--- src/rtl/lsu_align.sv ---
// Load/store alignment unit: lane shifting, byte enables and load extension for
// B/H/W/D accesses, with optional splitting of word-crossing accesses.
module lsu_align #(
  parameter int XLEN           = 32,
  parameter bit MISALIGN_SPLIT = 1'b1
) (
  input  logic              clk,
  input  logic              rst_n,
  input  logic              req_valid,
  output logic              req_ready,
  input  logic              req_we,
  input  logic [1:0]        req_size,
  input  logic              req_unsigned,
  input  logic [XLEN-1:0]   req_addr,
  input  logic [XLEN-1:0]   req_wdata,
  output logic              mem_req,
  output logic              mem_we,
  output logic [XLEN-1:0]   mem_addr,
  output logic [XLEN/8-1:0] mem_be,
  output logic [XLEN-1:0]   mem_wdata,
  input  logic              mem_gnt,
  input  logic              mem_rvalid,
  input  logic [XLEN-1:0]   mem_rdata,
  output logic              rsp_valid,
  output logic [XLEN-1:0]   rsp_rdata,
  output logic              rsp_fault
);

  // state   | meaning
  // IDLE    | ready for a new request
  // REQ1    | first (or only) memory request, held until grant
  // WAIT1   | waiting for the first response
  // REQ2    | second half of a word-crossing access
  // WAIT2   | waiting for the second response
  // RESP    | one-cycle completion pulse
  localparam logic [2:0] S_IDLE  = 3'd0;
  localparam logic [2:0] S_REQ1  = 3'd1;
  localparam logic [2:0] S_WAIT1 = 3'd2;
  localparam logic [2:0] S_REQ2  = 3'd3;
  localparam logic [2:0] S_WAIT2 = 3'd4;
  localparam logic [2:0] S_RESP  = 3'd5;

  localparam int NB   = XLEN / 8;
  localparam int OFFW = $clog2(NB);
  localparam int EW   = OFFW + 2;
  localparam int BW   = 2 * NB;
  localparam logic [1:0] MAX_SIZE = 2'(OFFW);

  logic [2:0]      state, state_nxt;
  logic            we_q, uns_q, fault_q, cross_q;
  logic [1:0]      size_q;
  logic [XLEN-1:0] addr_q, wdata_q, rd1_q, rd2_q;

  logic [OFFW-1:0] in_off;
  logic [EW-1:0]   in_end;
  logic            in_cross, in_fault, accept;

  assign in_off   = req_addr[OFFW-1:0];
  assign in_end   = EW'(in_off) + (EW'(1) << req_size);
  assign in_cross = in_end > EW'(NB);
  assign in_fault = (req_size > MAX_SIZE) || (in_cross && !MISALIGN_SPLIT);
  assign accept   = req_valid && req_ready;

  always_comb begin
    state_nxt = state;
    case (state)
      S_IDLE:  if (req_valid) state_nxt = in_fault ? S_RESP : S_REQ1;
      S_REQ1:  if (mem_gnt) state_nxt = S_WAIT1;
      S_WAIT1: if (mem_rvalid) state_nxt = cross_q ? S_REQ2 : S_RESP;
      S_REQ2:  if (mem_gnt) state_nxt = S_WAIT2;
      S_WAIT2: if (mem_rvalid) state_nxt = S_RESP;
      S_RESP:  state_nxt = S_IDLE;
      default: state_nxt = S_IDLE;
    endcase
  end

  always_ff @(posedge clk or negedge rst_n) begin
    if (!rst_n) begin
      state   <= S_IDLE;
      we_q    <= 1'b0;
      uns_q   <= 1'b0;
      fault_q <= 1'b0;
      cross_q <= 1'b0;
      size_q  <= 2'd0;
      addr_q  <= '0;
      wdata_q <= '0;
      rd1_q   <= '0;
      rd2_q   <= '0;
    end else begin
      state <= state_nxt;
      if (accept) begin
        we_q    <= req_we;
        uns_q   <= req_unsigned;
        fault_q <= in_fault;
        cross_q <= in_cross && !in_fault;
        size_q  <= req_size;
        addr_q  <= req_addr;
        wdata_q <= req_wdata;
      end
      if (state == S_WAIT1 && mem_rvalid) rd1_q <= mem_rdata;
      if (state == S_WAIT2 && mem_rvalid) rd2_q <= mem_rdata;
    end
  end

  // Both accesses are slices of one double-width window shifted by the offset:
  // the low half feeds access 1, the high half access 2.
  logic [OFFW-1:0]   off;
  logic [3:0]        nbytes;
  logic [BW-1:0]     be_base, be_full;
  logic [2*XLEN-1:0] wd_full, rd_pair;
  logic [XLEN-1:0]   base_addr, raw, keep, ext;
  logic              sign;

  assign off       = addr_q[OFFW-1:0];
  assign nbytes    = 4'd1 << size_q;
  assign be_base   = (BW'(1) << nbytes) - BW'(1);
  assign be_full   = be_base << off;
  assign wd_full   = {{XLEN{1'b0}}, wdata_q} << {off, 3'b000};
  assign base_addr = {addr_q[XLEN-1:OFFW], {OFFW{1'b0}}};
  assign rd_pair   = {(cross_q ? rd2_q : {XLEN{1'b0}}), rd1_q} >> {off, 3'b000};
  assign raw       = rd_pair[XLEN-1:0];

  always_comb begin
    case (size_q)
      2'd0:    begin keep = XLEN'(8'hFF);         sign = raw[7];      end
      2'd1:    begin keep = XLEN'(16'hFFFF);      sign = raw[15];     end
      2'd2:    begin keep = XLEN'(32'hFFFF_FFFF); sign = raw[31];     end
      default: begin keep = '1;                   sign = raw[XLEN-1]; end
    endcase
    ext = (raw & keep) | ((uns_q || !sign) ? '0 : ~keep);
  end

  assign req_ready = (state == S_IDLE);
  assign mem_req   = (state == S_REQ1) || (state == S_REQ2);
  assign mem_we    = mem_req && we_q;
  assign mem_addr  = (state == S_REQ1) ? base_addr :
                     (state == S_REQ2) ? base_addr + XLEN'(NB) : '0;
  assign mem_be    = (state == S_REQ1) ? be_full[NB-1:0] :
                     (state == S_REQ2) ? be_full[BW-1:NB] : '0;
  assign mem_wdata = !mem_we ? '0 :
                     (state == S_REQ1) ? wd_full[XLEN-1:0] : wd_full[2*XLEN-1:XLEN];
  assign rsp_valid = (state == S_RESP);
  assign rsp_fault = rsp_valid && fault_q;
  assign rsp_rdata = (rsp_valid && !we_q && !fault_q) ? ext : '0;

endmodule
--- config.mk ---
export PLATFORM = sky130hd
export DESIGN_NAME = lsu_align
export DESIGN_NICKNAME = d
export VERILOG_FILES = /design/src/rtl/lsu_align.sv
export SDC_FILE = /design/constraint.sdc
export NUM_CORES = 1
export LEC_CHECK = 0
export ABC_AREA = 1
export CAP_MARGIN = 15
export CORE_MARGIN = 2
export CORE_UTILIZATION = 52
export CTS_CLUSTER_SIZE = 10
export DETAILED_ROUTE_END_ITERATION = 12
export DONT_BUFFER_PORTS = 1
export PLACE_DENSITY = 0.68
export RECOVER_POWER = 25
export SKIP_LAST_GASP = 1
export SYNTH_ARGS = -nofsm -noshare
export SYNTH_HDL_FRONTEND = slang
export SYNTH_SLANG_ARGS = --single-unit
--- constraint.sdc ---
create_clock -name clk -period 1.8 [get_ports clk]
set_input_delay 0.36 -clock clk [delete_from_list [all_inputs] [get_ports clk]]
set_output_delay 0.36 -clock clk [all_outputs]
set_load 0.1 [all_outputs]
==> metrics, run 1 <==
Mapped Cells=1280; clock root buffer=clkbuf_16; Log Error=[ERROR DPL-0038] Utilization greater than 100%, impossible to legalize; status=did not finish; clock sinks=129; Yosys warning count=0; Die Wd=132 um; flip-flop and latch count after synthesis=129; number of synthesized flops with an enable pin=0; Setup Slack @ Placement=-245 ps; mapped cell area=8460 um2; predominant post-synthesis flop cell=dfrtp_1; Last stage=global routing; grt repair worst endpoint=rsp_rdata[23]; RePlAce Congestion=0.956; CTS Buf Count=17; Worst EP Category=top-level output; top cells by area, synth=dfrtp_1, nand2_1, o21ai_0; Starting Density=53.3%; DP Wirelength=23300 um; die height=132 um; H-tree levels=4; port bufs=0; Seq/Total Area, Yosys=38.1%; # IOs=210; Row Count=46; Syn Area/Cell=6.61 um2; Synth area leader=dfrtp_1; Placement Cell Area=12700 um2; largest net degree at the start of global routing=130; dpl cells=1661; Yosys top cell area share=38.1%; CTS Buffer Depth=2; async set or reset register ratio after synthesis=100%; unique cell type count in the Yosys netlist=43
==> repair_timing <==
item,CTS
setup buffers,39
pin swaps,70
cloned,7
hold endpoints to repair,129
setup endpoints to repair,103
resized for setup,251
==> stage by stage <==
stage               hold slack, ps  utilization (%)
CTS                           -379             92.0
detailed placement            68.4             79.9
global placement              66.9             79.9
floorplan                     64.4                -
==> synthesized netlist by cell type, types with 2 or more instances <==
cell,count
ha_1,3
dfrtp_1,129
nand3_1,74
or2_2,10
buf_2,28
inv_2,7
o211ai_1,19
nor3_1,9
buf_4,11
nor2_1,117
o21ai_0,173
nor2_2,4
nand4_1,2
a21oi_1,21
buf_1,3
nand2_2,3
nand2_4,2
and3_1,8
clkbuf_1,32
o22ai_1,2
a31oi_1,22
nand2_1,473
inv_1,84
o21ai_2,8
mux2_2,7
inv_4,2
a21oi_2,9
xnor2_1,3
==> logic make-up after synthesis <==
kind of cell / count (synthesis) / synth area share, %
simple gates: 706 / 33.9
compound gates: 260 / 17.3
flops: 129 / 38.1
other cells: 1 / 0.0443
mux: 7 / 0.932
xor+xnor: 4 / 0.414
buf+inv: 169 / 8.61
fa+ha+maj: 4 / 0.680
==> run 2, diff against run 1 <==
--- a/config.mk
+++ b/config.mk
@@ -8,11 +8,10 @@
 export ABC_AREA = 1
 export CAP_MARGIN = 15
 export CORE_MARGIN = 2
-export CORE_UTILIZATION = 52
-export CTS_CLUSTER_SIZE = 10
+export CORE_UTILIZATION = 37
 export DETAILED_ROUTE_END_ITERATION = 12
 export DONT_BUFFER_PORTS = 1
-export PLACE_DENSITY = 0.68
+export PLACE_DENSITY_LB_ADDON = 0.15
 export RECOVER_POWER = 25
 export SKIP_LAST_GASP = 1
 export SYNTH_ARGS = -nofsm -noshare
==> constraint.sdc (replaced) <==
create_clock -name clk -period 2.3 [get_ports clk]
set_input_delay 0.46 -clock clk [delete_from_list [all_inputs] [get_ports clk]]
set_output_delay 0.46 -clock clk [all_outputs]
set_load 0.1 [all_outputs]
==> run 2 against run 1 <==
Net effect: the flow now finishes, with violations (design-rule violations, negative hold slack, negative setup slack); synthesized area did not move; synthesized cell count did not move.
==> metrics, run 2 <==
status=finished, violations left (was did not finish); failing checks=design-rule violations, negative hold slack, negative setup slack; layout net count=1568; Seq/Total Area, Yosys=38.1% (unchanged); port bufs=0 (unchanged); number of synthesized flops with an enable pin=0 (unchanged); DP Wirelength=22300 um (was 23300 um); RR Startpoint=state[1]; Worst EP arrival=2060 ps; CP max FO=31; Placement Cell Area=11900 um2 (was 12700 um2); CTS Buffer Depth=2 (unchanged); number of global-route vias before repair=9264; DRT iter0 DRCs=637; Yosys warning count=0 (unchanged); worst skew pair latency=430 ps; Die Wd=155 um (was 132 um); Worst Hold Class=in2async; First-pass DRT Iterations=10; Compound-Gate Fraction of Synth Area=17.3% (unchanged); Routed WL=35700 um; Setup TNS=-13820 ps; FF-to-FF End=fault_q; RSZ-0062 raised after global routing=true; flip-flop and latch count after synthesis=129 (unchanged); die height=155 um (was 132 um); CTS clk-pin slew, worst paths=70 ps; Die ar.=24100 um2; All-Layer GR Usage=27.7%; commonest non-fill, non-tap cell in the layout=nand2_1; Via Count=9736; total congestion overflow=0; ratio of cells with drive above 1 in the final layout=41.4%; mux contribution to synthesized area=0.932% (unchanged); # IOs=210 (unchanged); commonest non-fill, non-tap cells in the layout=nand2_1, buf_12, dfrtp_1; Max Cap Viol=0; Syn Area/Cell=6.61 um2 (unchanged); H-tree levels=4 (unchanged); PD cells=1700 nW/um2; Synth Area in Simple Gates=33.9% (unchanged); final setup margin=-217 ps; CP Launch Type=register; Setup Skew=19.1 ps; area delta synth->final=75.1%; maximum clock rate=397 MHz; first-pass GRT wire length=52100 um; RePlAce Congestion=0.926 (was 0.956); CP Data Required Time=1840 ps; unique cell type count in the Yosys netlist=43 (unchanged); async set or reset register ratio after synthesis=100% (unchanged); final hold slack=-272 ps; Leak=6.37 nW; top cells by area, synth=dfrtp_1, nand2_1, o21ai_0 (unchanged); clock sinks=129 (unchanged); largest net degree at the start of global routing=130; clock root buffer=clkbuf_16 (unchanged); Post-synth top cells=nand2_1, o21ai_0, dfrtp_1 (unchanged); Worst VDD drop=0.000815 V; r2r worst-path depth=8; final number of setup-violating endpoints=95; predominant post-synthesis flop cell=dfrtp_1 (unchanged); worst slew pin tran=849 ps; Final Instance Area=14800 um2; initial antenna violation count=1; Reg2Reg Setup Slack=450 ps; CTS Buf Count=17 (unchanged); Row Count=55 (was 46); Setup Slack @ Placement=108 ps (was -245 ps); mapped cell area=8460 um2 (unchanged); hold violation count in the final report=129; Core Box Area=22600 um2; post-route minimum period=2520 ps; Starting Density=37.5% (was 53.3%); fin crit share=109%; max-slew violations=0; critical path capture point type=output pin; largest family of logic cells by synthesized area=simple AND/OR/NAND/NOR gates (unchanged); Routed Antenna Nets=0; Yosys top cell area share=38.1% (unchanged); DR vias/cell=5.54; XOR/XNOR Fraction of Synth Area=0.414% (unchanged); Worst Setup EP=rsp_rdata[8]; Routed WL per cell=20.3 um; count leader, synth=nand2_1 (unchanged); Post-Synth Adder-Cell Area=0.680% (unchanged); top flop regs=addr_q: 32 flops, rd1_q: 32 flops, wdata_q: 32 flops; CP Class=reg2out; Synth area leader=dfrtp_1 (unchanged); CTS tree=built; Mapped Cells=1280 (unchanged); slew margin rel.=43.3%; Fillers=1765; DRC errors left=2; crit path from=addr_q[1]
## run 2: cell counts after synthesis
No cell type changed its count.
## run 2: worst min-delay path by stage
stage                  end  slack, ps  depth (start not counted)
3_5_place_dp    addr_q[20]        170                          0
2_1_floorplan    addr_q[0]        160                          0
5_1_grt        wdata_q[17]       -290                          0
6_report        addr_q[20]       -270                          0
3_3_place_gp    addr_q[19]        170                          0
4_1_cts         wdata_q[1]       -280                          0
## run 2: final cells by class
| class | instances | area, um2 | area share (%) |
|---|---|---|---|
| Antenna cell | 1 | 2.50 | 0.0169 |
| Timing Repair inverter | 3 | 41.3 | 0.279 |
| Timing Repair Buffer | 230 | 3590 | 24.2 |
| Inverter | 94 | 450 | 3.04 |
| Multi-Input combinational cell | 984 | 6550 | 44.2 |
| Clock inverter | 14 | 146 | 0.988 |
| Clock buffer | 18 | 429 | 2.90 |
| Sequential cell | 129 | 3250 | 21.9 |
| Tap cell | 285 | 357 | 2.41 |
## run 2: cells by family (layout without fill, tap and decap cells)
kind of cell | count (synthesis) | in the layout
buffers and inverters | 169 | 359
muxes | 7 | 7
adders and majority gates | 4 | 4
DFF | 129 | 129
and+or+nand+nor | 706 | 707
AOI/OAI and AO/OA | 260 | 260
other | 1 | 3
xor gates and xnor gates | 4 | 4
## run 2: where the power goes
part	switching, W	internal [W]	leakage (nW)
registers	0.00123	0.00339	1.59
logic	0.0113	0.00653	4.51
clock network	0.00118	0.00153	0.270
## run 2: metal layers
metal	GRT usage [%]	wire [um]
met2	42.3	16700
met4	7.99	935
met1	39.4	15500
met5	0	0
met3	6.52	2610
## run 2: critical path, cell delays in order (launching register included)
cell,delay [ps]
dfrtp_2,460
inv_6,110
bufbuf_16,340
o211ai_1,300
nand2_4,80
nor2_4,150
buf_12,190
## run 2: what timing repair did
action / 4_1_cts / 5_1_grt
gates cloned: 11 / 5
endpoints found under the hold margin: 129 / 129
buffers inserted: 38 / 39
endpoints found under the setup margin: 96 / 99
resized for setup: 206 / 183
pin swaps: 44 / 89
## run 2: through the flow
stage                     util (%)  hold WS [ps]  total power, W  instances
after floorplan                  -           164          0.0142       1281
after global placement        52.9           168          0.0186       1638
after detailed placement      52.9           169          0.0187       1638
after CTS                     60.9          -283          0.0235       1719
after global routing          65.6          -293          0.0264       1758
final                         65.6          -272          0.0252       1758
Note: power is estimated with default switching activity, not from simulation.
